$ cat config.mk
export PLATFORM = sky130hd
export DESIGN_NAME = serial_tx_sequencer
export DESIGN_NICKNAME = d
export VERILOG_FILES = /design/src/rtl/serial_tx_sequencer_pkg.sv /design/src/rtl/serial_tx_sequencer_gray_bitcounter.sv /design/src/rtl/serial_tx_sequencer.sv
export SDC_FILE = /design/constraint.sdc
export NUM_CORES = 1
export LEC_CHECK = 0
export ABC_CLOCK_PERIOD_IN_PS = 4850
export CORE_MARGIN = 2
export CORE_UTILIZATION = 49
export DETAILED_ROUTE_END_ITERATION = 8
export PLACE_DENSITY_LB_ADDON = 0.25
export SLEW_MARGIN = 20
export SYNTH_ARGS = -nofsm -noshare
export SYNTH_HDL_FRONTEND = slang
export SYNTH_SLANG_ARGS = --single-unit
$ cat constraint.sdc
create_clock -name clock -period 4.85 [get_ports clock]
set_input_delay 0.485 -clock clock [delete_from_list [all_inputs] [get_ports clock]]
set_output_delay 0.485 -clock clock [all_outputs]
set_load 0.02 [all_outputs]
$ cat src/rtl/serial_tx_sequencer_pkg.sv
// Shared definitions for the serial transmit sequencer: FSM state encoding,
// shift-register command codes and Gray-code bit-index helpers.
package serial_tx_sequencer_pkg;

  typedef enum logic [1:0] {
    ST_IDLE  = 2'b00,
    ST_LOAD  = 2'b01,
    ST_SHIFT = 2'b10,
    ST_GAP   = 2'b11
  } state_t;

  localparam logic [1:0] SR_HOLD  = 2'b00;
  localparam logic [1:0] SR_RIGHT = 2'b01;
  localparam logic [1:0] SR_LEFT  = 2'b10;
  localparam logic [1:0] SR_LOAD  = 2'b11;

  // Gray code of the last bit index (3) in a 4-bit frame
  localparam logic [1:0] GRAY_LAST = 2'b10;

  function automatic logic [1:0] gray_step(input logic [1:0] g);
    logic [1:0] nxt;
    case (g)
      2'b00:   nxt = 2'b01;
      2'b01:   nxt = 2'b11;
      2'b11:   nxt = 2'b10;
      2'b10:   nxt = 2'b00;
      default: nxt = 2'b00;
    endcase
    return nxt;
  endfunction

  function automatic logic [1:0] gray_decode(input logic [1:0] g);
    return {g[1], g[1] ^ g[0]};
  endfunction

endpackage

$ cat src/rtl/serial_tx_sequencer_gray_bitcounter.sv
// Two-bit Gray-coded bit index: clears to 00, steps 00-01-11-10 and wraps.
module gray_bitcounter
  import serial_tx_sequencer_pkg::*;
(
  input  logic       clock,
  input  logic       reset,
  input  logic       clear,
  input  logic       advance,
  output logic [1:0] count
);

  // Gray index register; clear has priority over advance
  always_ff @(posedge clock or posedge reset) begin
    if (reset) begin
      count <= 2'b00;
    end else if (clear) begin
      count <= 2'b00;
    end else if (advance) begin
      count <= gray_step(count);
    end else begin
      count <= count;
    end
  end

endmodule

$ cat src/rtl/serial_tx_sequencer.sv
// Serialises one 4-bit word per frame onto serial_out, LSB or MSB first,
// driving a companion shift register and inserting GAP_CYCLES idle cycles.
module serial_tx_sequencer
  import serial_tx_sequencer_pkg::*;
#(
  parameter int GAP_CYCLES = 1
) (
  input  logic       clock,
  input  logic       reset,
  input  logic [3:0] data_in,
  input  logic       data_valid,
  output logic       data_ready,
  input  logic       direction,
  input  logic       hold,
  output logic [1:0] sr_sel,
  output logic       sr_enable,
  output logic [3:0] sr_load,
  output logic       serial_out,
  output logic       serial_valid,
  output logic [1:0] bit_count,
  output logic       frame_done,
  output logic       busy
);

  localparam logic [2:0] GAP_LAST = 3'((GAP_CYCLES > 0) ? GAP_CYCLES - 1 : 0);

  state_t     state_r;
  logic [3:0] word_r;
  logic       dir_r;
  logic [2:0] gap_cnt_r;
  logic       in_shift_s;
  logic       step_s;
  logic       clear_s;
  logic [1:0] idx_s;

  assign in_shift_s = (state_r == ST_SHIFT);
  assign step_s     = in_shift_s && !hold;
  assign clear_s    = !in_shift_s;
  assign idx_s      = gray_decode(bit_count);

  gray_bitcounter u_bitcnt (
    .clock   (clock),
    .reset   (reset),
    .clear   (clear_s),
    .advance (step_s),
    .count   (bit_count)
  );

  // Frame sequencing; the word and direction are captured only on accept
  always_ff @(posedge clock or posedge reset) begin
    if (reset) begin
      state_r   <= ST_IDLE;
      word_r    <= 4'b0000;
      dir_r     <= 1'b0;
      gap_cnt_r <= 3'd0;
    end else begin
      case (state_r)
        ST_IDLE: begin
          if (data_valid) begin
            word_r  <= data_in;
            dir_r   <= direction;
            state_r <= ST_LOAD;
          end else begin
            state_r <= ST_IDLE;
          end
        end
        ST_LOAD: begin
          gap_cnt_r <= 3'd0;
          state_r   <= ST_SHIFT;
        end
        ST_SHIFT: begin
          if (step_s && (bit_count == GRAY_LAST)) begin
            state_r <= (GAP_CYCLES > 0) ? ST_GAP : ST_IDLE;
          end else begin
            state_r <= ST_SHIFT;
          end
        end
        ST_GAP: begin
          if (gap_cnt_r == GAP_LAST) begin
            gap_cnt_r <= 3'd0;
            state_r   <= ST_IDLE;
          end else begin
            gap_cnt_r <= gap_cnt_r + 3'd1;
          end
        end
        default: state_r <= ST_IDLE;
      endcase
    end
  end

  // Shift-register command and serial bit, decoded from state; hold masks shifting
  always_comb begin
    sr_sel       = SR_HOLD;
    sr_enable    = 1'b0;
    serial_valid = 1'b0;
    serial_out   = 1'b0;
    frame_done   = 1'b0;
    case (state_r)
      ST_LOAD: begin
        sr_sel    = SR_LOAD;
        sr_enable = 1'b1;
      end
      ST_SHIFT: begin
        serial_out = dir_r ? word_r[2'd3 - idx_s] : word_r[idx_s];
        if (!hold) begin
          sr_sel       = dir_r ? SR_LEFT : SR_RIGHT;
          sr_enable    = 1'b1;
          serial_valid = 1'b1;
          frame_done   = (bit_count == GRAY_LAST);
        end else begin
          sr_sel    = SR_HOLD;
          sr_enable = 1'b0;
        end
      end
      default: begin
        sr_sel    = SR_HOLD;
        sr_enable = 1'b0;
      end
    endcase
  end

  assign sr_load    = word_r;
  assign data_ready = (state_r == ST_IDLE);
  assign busy       = (state_r != ST_IDLE);

endmodule

==> results.yml <==
synth:
  ys_async_sr_fraction_pct: 100
  syn_inst: 72
  synth.net_count: 92
  netlist_area_um2: 769
  synth_warnings: 0
  synthDistinctLibCells: 23
  postSynthAreaPerCell_um2: 10.7
  synth_edf_count: 0
  ys_ff_latch: 12
  yosysSeqAreaShare_pct: 39.0
  synth_ff_type: "dfrtp_1"
cells_and_area:
  area_growth_pct: 33.5
  fin_nets: 118
  n_antenna_cell: 0
  multi_input_area_um2: 423
  seq_area_um2: 300
  layout-drive-gt1-share_pct: 13.5
  fillers: 127
  fin_area_mm2: 0.00103
detailed_routing:
  wl_met2_um: 702
  ant_nets: 0
  routed_wl_um: 1460
  vias_per_cell: 5.28
  drt_iter0_drc: 8
  firstDrtPassIters: 3
  met3_length_um: 71
  via_count: 591
  wire_per_inst_um: 13.0
  dr.max_layer_used: "met4"
  drc: 0
  met1Wirelength_um: 673
pwr:
  switching_power_mw: 0.242
  power_frac_comb_pct: 60.9
  vdd_drop_max_v: 0.000364
  seq_power_share_pct: 28.9
  power_density_mw_per_mm2: 579
  power.leakage_nw: 0.464
  pwr-share-clk_pct: 10.2
  swShare_pct: 40.7
  p_int_mw: 0.353
sta:
  relSlewSlack_pct: 71.2
  max_freq_ghz: 0.356
  grt_setup_unrepaired: "no"
  hold_violations: 0
  timing.setup.tns_ns: 0
  fin_skew_ns: 0.000669
  setup_violations: 0
  holdWs_ns: 0.504
  finalMaxSlewViolations: 0
  fin_crit_ns: 2.81
  fin_crit_sh_pct: 57.9
  worstMarginPinSlew_ns: 0.432
cts:
  htreeDepth: 1
  cts_max_path_buffers: 2
  cts_buffers: 3
  clock_latency_ns: 0.27
  cts_tree: "built"
  post_cts_buffers: 0
  cts.sinks: 12
  ctsHoldBuffers: 0
  clkTransAtPathRegs_ns: 0.07
  cts_resized: 0
  cts_root_buf: "clkbuf_4"
die:
  start_util_pct: 51.7
  die_w_um: 43.6
  die_area_mm2: 0.00190
  io_pins: 23
  placementRows: 14
  core_region_area_mm2: 0.00149
  die_h_um: 43.6
global_routing:
  grt.total_usage_pct: 18.7
  overflow: 0
  grt_max_degree: 13
  first_global_vias: 573
  antenna_found_initial: 0
  grt_pass1_wl_um: 2540
worst_setup_path:
  critPathCaptureType: "output pin"
  crit_fanout: 6
  rr_worst_depth: 4
  reg2reg_slack_ns: 3.33
  startpoint_type: "register"
  crit_type: "register to output pin"
  required_ns: 4.37
  critPathArrivalTime_ns: 2.32
  rr_endpoint: "sr_load[3]"
  crit-reg2reg-launch: "state_r[0]"
placed_design:
  placed_area_mm2: 0.00100
  portBuffers: 22
  finalWeightedCongestion: 0.740
  dp_hpwl_um: 1150
job:
  cap_violations: 0
status:
  status: "finished clean"
worst_hold_path:
  worstHoldPathType: "primary input to asynchronous set/reset pin"
==> area by class of cell <==
type / count / share of cell area (%)
repair buffers: 22 / 21.4
clock buffers: 3 / 2.19
multi-input cells: 48 / 41.2
well taps: 16 / 1.95
inverters: 11 / 4.02
flip-flops and latches: 12 / 29.2
==> synth_stat cells (2+ instances only) <==
master | number | share of area [%]
dfrtp_1 | 12 | 39
ha_1 | 11 | 18
inv_1 | 11 | 5.4
mux2_2 | 6 | 8.8
mux4_2 | 2 | 5.9
nand2_1 | 6 | 2.9
nor2_1 | 2 | 0.98
nor2b_1 | 2 | 1.6
nor3_1 | 2 | 1.3
o21a_1 | 3 | 2.9
o21ai_0 | 3 | 2.0
==> power groups by stage <==
stage | Sequential [mW] | Clock, mW | Combinational (mW)
3_5_place_dp | 0.174 | 0 | 0.364
4_1_cts | 0.173 | 0.0652 | 0.366
5_1_grt | 0.179 | 0.0675 | 0.390
3_3_place_gp | 0.174 | 0 | 0.358
6_report | 0.172 | 0.0607 | 0.362
2_1_floorplan | 0.193 | 0 | 0.205
==> metal layers <==
metal | up-vias | track usage (%)
li1 | 294 | -
met1 | 279 | 23.8
met2 | 16 | 28.2
met3 | 2 | 4.17
met4 | 0 | 12.7
met5 | - | 0
==> cell families after synthesis <==
kind of cell,share of synthesized area (%)
multiplexers,15.9
AND/OR/NAND/NOR,10.6
adder cells (fa/ha/maj),17.9
AO/OA/AOI/OAI,10.6
flip-flops,39.0
buffers and inverters,6.02
==> how the worst max path moves through the flow <==
stage	startpoint	end	slack, ns	cells past startpoint
final	u_bitcnt.count[1]	serial_out	2.04	6
after global routing	u_bitcnt.count[1]	serial_out	1.93	6
after CTS	u_bitcnt.count[1]	serial_out	2.01	6
after detailed placement	u_bitcnt.count[1]	serial_out	2.32	6
after global placement	u_bitcnt.count[1]	serial_out	2.35	6
after floorplan	u_bitcnt.count[1]	serial_out	2.77	5
==> sequential cells by signal (all words and copies together) (netlist names) <==
name            flops
sr_load             4
gap_cnt_r           3
state_r             2
u_bitcnt.count      2
dir_r               1
==> through the flow <==
stage / instances / setup slack [ns] / utilization [%] / total power [mW]
5_1_grt: 112 / 1.93 / 69.0 / 0.637
6_report: 112 / 2.04 / 69.0 / 0.594
2_1_floorplan: 72 / 2.77 / - / 0.397
3_3_place_gp: 109 / 2.35 / 67.5 / 0.532
4_1_cts: 112 / 2.01 / 69.0 / 0.604
3_5_place_dp: 109 / 2.32 / 67.5 / 0.538
==> worst max-delay path: stages, from the launching register on <==
cell and delay (ns):
dfrtp_1 0.44, inv_1 0.11, ha_1 0.33, mux4_2 0.49, nand2_1 0.09, a21oi_2 0.05
clkdlybuf4s50_1 0.53
==> cell usage in the layout (no fill, tap or decap), types with 2 or more instances in the layout <==
cell type        count
clkdlybuf4s50_1     22
dfrtp_1             12
inv_1               11
ha_1                11
nand2_1              6
mux2_2               6
o21ai_0              3
o21a_1               3
clkbuf_4             3
nor2_1               2
nor2b_1              2
nor3_1               2
mux4_2               2
Note: power is estimated with default switching activity, not from simulation.
